--- src/rtl/demux_pkg.sv ---
// Shared definitions for the AXIS demux frame scheduler: destination modes and FSM states.
package demux_pkg;

    localparam logic [1:0] MODE_FIXED = 2'd0;
    localparam logic [1:0] MODE_RR    = 2'd1;
    localparam logic [1:0] MODE_WRR   = 2'd2;

    typedef enum logic [1:0] {
        IDLE  = 2'd0,
        FRAME = 2'd1,
        GAP   = 2'd2
    } sched_state_e;

endpackage

--- src/rtl/demux_wrr_credit.sv ---
// Credit counter and next-destination decision, applied when the scheduler leaves GAP.
module demux_wrr_credit
    import demux_pkg::*;
#(
    parameter int WEIGHT_W = 4
) (
    input  logic                clk,
    input  logic                rst_n,
    input  logic                sel,
    input  logic [1:0]          mode,
    input  logic                dest,
    input  logic [WEIGHT_W-1:0] w0,
    input  logic [WEIGHT_W-1:0] w1,
    input  logic                advance,
    output logic                next_sel
);

    logic [WEIGHT_W-1:0] credit;
    logic [WEIGHT_W-1:0] w_cur;
    logic                spent;

    assign w_cur = sel ? w1 : w0;
    // >= so that a weight lowered below the running credit still forces a switch
    assign spent = (credit >= w_cur);

    always_comb begin
        next_sel = dest;
        case (mode)
            MODE_RR:  next_sel = ~sel;
            MODE_WRR: next_sel = spent ? ~sel : sel;
            default:  next_sel = dest;
        endcase
    end

    always_ff @(posedge clk) begin
        if (!rst_n) begin
            credit <= '0;
        end else if (mode != MODE_WRR) begin
            credit <= '0;
        end else if (advance) begin
            credit <= spent ? '0 : credit + WEIGHT_W'(1);
        end
    end

endmodule

--- src/rtl/demux_frame_sched.sv ---
// Frame-aware select scheduler for the AXIS 1:2 demux; switches sel only between frames
// and holds off the source for a drain gap after every frame.
//   state | meaning
//   IDLE  | no frame open; fixed mode lets sel track cfg_dest
//   FRAME | frame in flight; sel and config frozen
//   GAP   | drain gap, hold asserted; sel reloaded on the last cycle
module demux_frame_sched
    import demux_pkg::*;
#(
    parameter int GAP_CYCLES = 2,
    parameter int WEIGHT_W   = 4,
    parameter int CNT_W      = 16
) (
    input  logic                clk,
    input  logic                rst_n,
    input  logic                s_axis_tvalid,
    input  logic                s_axis_tready,
    input  logic                s_axis_tlast,
    input  logic [1:0]          cfg_mode,
    input  logic                cfg_dest,
    input  logic [WEIGHT_W-1:0] cfg_w0,
    input  logic [WEIGHT_W-1:0] cfg_w1,
    output logic                sel,
    output logic                hold,
    output logic                busy,
    output logic [CNT_W-1:0]    frames0,
    output logic [CNT_W-1:0]    frames1,
    output logic                err
);

    localparam int GAP_W = (GAP_CYCLES > 1) ? $clog2(GAP_CYCLES) : 1;

    sched_state_e     state;
    logic [GAP_W-1:0] gap_cnt;
    logic             beat;
    logic             last_beat;
    logic             gap_done;
    logic             fixed_mode;
    logic             next_sel;

    assign beat       = s_axis_tvalid & s_axis_tready;
    assign last_beat  = beat & s_axis_tlast;
    assign gap_done   = (state == GAP) && (gap_cnt == '0);
    assign fixed_mode = (cfg_mode != MODE_RR) && (cfg_mode != MODE_WRR);

    demux_wrr_credit #(
        .WEIGHT_W (WEIGHT_W)
    ) u_credit (
        .clk      (clk),
        .rst_n    (rst_n),
        .sel      (sel),
        .mode     (cfg_mode),
        .dest     (cfg_dest),
        .w0       (cfg_w0),
        .w1       (cfg_w1),
        .advance  (gap_done),
        .next_sel (next_sel)
    );

    always_ff @(posedge clk) begin
        if (!rst_n) begin
            state   <= IDLE;
            gap_cnt <= '0;
            sel     <= 1'b0;
            hold    <= 1'b0;
            busy    <= 1'b0;
            frames0 <= '0;
            frames1 <= '0;
            err     <= 1'b0;
        end else begin
            if (beat && hold)
                err <= 1'b1;

            // last beats are counted in every state, including stray ones during GAP
            if (last_beat) begin
                if (sel)
                    frames1 <= frames1 + CNT_W'(1);
                else
                    frames0 <= frames0 + CNT_W'(1);
            end

            case (state)
                IDLE: begin
                    if (last_beat) begin
                        state   <= GAP;
                        hold    <= 1'b1;
                        busy    <= 1'b1;
                        gap_cnt <= GAP_W'(GAP_CYCLES - 1);
                    end else if (beat) begin
                        state <= FRAME;
                        busy  <= 1'b1;
                    end else if (fixed_mode) begin
                        sel <= cfg_dest;
                    end
                end
                FRAME: begin
                    if (last_beat) begin
                        state   <= GAP;
                        hold    <= 1'b1;
                        gap_cnt <= GAP_W'(GAP_CYCLES - 1);
                    end
                end
                GAP: begin
                    if (gap_cnt == '0) begin
                        state <= IDLE;
                        hold  <= 1'b0;
                        busy  <= 1'b0;
                        sel   <= next_sel;
                    end else begin
                        gap_cnt <= gap_cnt - GAP_W'(1);
                    end
                end
                default: begin
                    state <= IDLE;
                    hold  <= 1'b0;
                    busy  <= 1'b0;
                end
            endcase
        end
    end

endmodule

--- config.mk ---
export PLATFORM = sky130hd
export DESIGN_NAME = demux_frame_sched
export DESIGN_NICKNAME = d
export VERILOG_FILES = /design/src/rtl/demux_pkg.sv /design/src/rtl/demux_wrr_credit.sv /design/src/rtl/demux_frame_sched.sv
export SDC_FILE = /design/constraint.sdc
export NUM_CORES = 1
export LEC_CHECK = 0
export ABC_CLOCK_PERIOD_IN_PS = 8000
export BUFFER_PORTS_ARGS = -buffer_cell sky130_fd_sc_hd__buf_4
export CAP_MARGIN = 20
export CORE_MARGIN = 3
export CORE_UTILIZATION = 50
export DETAILED_ROUTE_END_ITERATION = 7
export GPL_ROUTABILITY_DRIVEN = 0
export PLACE_DENSITY = 0.76
export SLEW_MARGIN = 20
export SYNTH_ARGS = -nofsm -noshare
export SYNTH_HDL_FRONTEND = slang
export SYNTH_HIERARCHICAL = 1
export SYNTH_SLANG_ARGS = --single-unit
--- constraint.sdc ---
create_clock -name clk -period 8 [get_ports clk]
set_input_delay 1.6 -clock clk [delete_from_list [all_inputs] [get_ports clk]]
set_output_delay 1.6 -clock clk [all_outputs]
set_load 0.02 [all_outputs]
==> impl_metrics.csv <==
group,metric,value,unit
detailed_routing,firstDrtPassIters,4,
clocking,htreeDepth,2,
global_routing,grt_pass1_vias,1717,
worst_hold_path,hold_path_class,"register to register",
synthesis,synth_cell_types,42,
place,placed_cells_incl_taps,346,
timing,relSlewSlack,33.6,%
synthesis,yosys.area.top_type,"dfxtp_1",
clocking,post_cts_buffers,0,
synthesis,netlist_top_cells_count,"dfxtp_1 (43), nor2_1 (27), nand2_1 (23), a21oi_1 (19), xnor2_1 (14)",
detailed_routing,num_vias,1912,
global_routing,grt_max_degree,34,
setup_path,crit_path_end_kind,"register",
cells_and_area,n_antenna_cell,0,
status,status,"finished clean",
timing,setup_ws,4.65,ns
timing,fin_crit_sh,41.8,%
setup_path,critical_path_class,"primary input to register",
cells_and_area,final_cells,354,
synthesis,yosysTopAreaCellShare,39.4,%
setup_path,cp_data_required_time,8.22,ns
timing,slew_viol_final,0,
clocking,root_buffer,"clkbuf_8",
place,placed_cell_area,2580,sq um
detailed_routing,postRouteAntennaNets,0,
synthesis,async_flop_share,0,%
detailed_routing,drc_errors,0,
cells_and_area,fin_area,2700,sq um
timing,min_period,3.35,ns
timing,rsz0062_at_grt,"no",
detailed_routing,routedWlPerCell,12.0,microns
timing,finalHoldViolCount,0,
place,portBuffers,51,
clocking,cts.repair.resized,0,
floorplanning,row_count,23,
clocking,clock_sinks,43,
setup_path,startpoint_type,"primary input",
synthesis,syn-num-nets,280,
setup_path,cp_max_fo,4,
place,place_ws,4.38,ns
synthesis,synthTopCellsByArea,"dfxtp_1 (39%), xnor2_1 (5.6%), ha_1 (5.1%)",
synthesis,yosys_register_bits,43,
timing,fmax,0.299,GHz
pwr,p_leak,1.07,nW
synthesis,ys_seq_area_share,39.4,%
clocking,clk_pin_slew,0.08,ns
global_routing,antenna_found_initial,0,
floorplanning,die-width,72.1,microns
synthesis,synth.avg_cell_area,8.58,sq um
clocking,cts-buffers-inserted,5,
timing,setup_violations,0,
global_routing,grt_usage,17.4,%
synthesis,synth_flop_cell,"dfxtp_1",
pwr,powerDensity,159,nW/um^2
synthesis,syn_inst,255,
detailed_routing,wirelength,4250,microns
timing,tns,0,ns
floorplanning,io_pins,52,
cells_and_area,utilization,65.7,%
detailed_routing,vias_per_cell,5.40,
cells_and_area,drive_gt1_share,21.4,%
clocking,cts_tree,"done",
floorplanning,placeableCoreArea,4120,sq um
cells_and_area,areaGrowthSynthToFinish,23.6,%
clocking,clk_latency,0.29,ns
clocking,holdBufCountCts,0,
run,maxCapViolCount,0,
synthesis,synthesis.area,2190,sq um
place,hpwl,3220,microns
timing,worstMarginPinSlew,0.995,ns
global_routing,overflow,0,
floorplanning,chipHeight,72.1,microns
floorplanning,start_util,53.1,%
synthesis,yosysMostFrequentCell,"dfxtp_1",
detailed_routing,drt_iter0_markers,84,
synthesis,synth_edf_count,0,
synthesis,ys.warnings.count,6,
global_routing,grt_pass1_wl,7370,microns
cells_and_area,nNetsFinal,328,
timing,final.setup_skew,0.00402,ns
floorplanning,die_area,5200,sq um
setup_path,crit_arrival,3.57,ns
pwr,peakVddDrop,0.0863,mV
clocking,cts_buffer_depth,2,
-- sequential cells by signal, indices dropped and copies added, names as in the netlist --
signal           cells
busy                 1
u_credit/credit      4
hold                 1
frames0             16
state                2
gap_cnt              1
sel                  1
err                  1
frames1             16
-- layer usage --
metal  track usage (%)  wire [microns]  up-vias
met5                 0               0        -
met2              28.0            2010       38
li1                  -               -      999
met3              3.88             228        2
met4              6.89              37        0
met1              22.7            1980      873
-- metrics by stage --
stage                     hold WS, ns  power, W
after floorplan                 0.480  0.000252
after global placement          0.466  0.000264
after detailed placement        0.475  0.000265
after CTS                       0.489  0.000437
after global routing            0.517  0.000448
final                           0.485  0.000431
-- layout by cell type (no fill, tap or decap), types with 2 or more instances in the layout --
cell type and n:
nor4_1 5, and3_1 2, ha_1 9, or4_1 2, o21ai_1 4, clkbuf_8 6
nor2b_1 3, xor2_1 5, a21oi_1 19, xnor2_1 14, nand2b_1 8, nand4_1 9
nor3_1 7, inv_1 8, o211ai_1 2, or3_1 8, nand3_1 10, and4_1 2
nor2_1 27, o21ai_0 7, buf_4 51, nor3b_1 3, a211oi_1 3, mux2i_1 8
nand2_1 23, dfxtp_1 43
-- final cells by class --
cell class                      instances  area (sq um)
Clock buffer                            6          82.6
Sequential cell                        43           861
Timing Repair Buffer                   51           383
Clock inverter                          2          35.0
Inverter                                8          30.0
Multi-Input combinational cell        194          1250
Tap cell                               50          62.6
Fill cell                             367          1410
-- kinds of logic after synthesis --
kind of cell / Yosys count / synth area share (%)
fa+ha+maj: 9 / 5.15
flops: 43 / 39.4
compound gates: 42 / 12.4
buf+inv: 18 / 3.55
simple gates: 115 / 27.8
xor+xnor: 19 / 7.61
mux: 9 / 4.18
-- worst max-delay path, stage by stage --
cell and delay, ns:
buf_4 0.10, mux2_2 0.25, ha_1 0.27, nand2b_4 0.15, a2111oi_4 0.42, nor3b_1 0.14
o41ai_2 0.27, nand2b_1 0.14, o211ai_1 0.08, mux2i_1 0.14
-- where the power goes --
group          switching (W)  internal, W  total [W]
logic              0.0000196    0.0000196  0.0000392
clock network      0.0000702     0.000101   0.000171
registers         0.00000426     0.000216   0.000221
total              0.0000940     0.000337   0.000431
-- path summary, 6_finish.rpt --
check	start	slack [ns]	to	depth (start not counted)
setup reg to reg	sel	5.29	sel	9
setup / recovery	cfg_w1[0]	4.65	sel	10
hold / removal	frames1[15]	0.49	frames1[15]	2
hold reg to reg	frames1[15]	0.49	frames1[15]	2
Note: power is estimated with default switching activity, not from simulation.
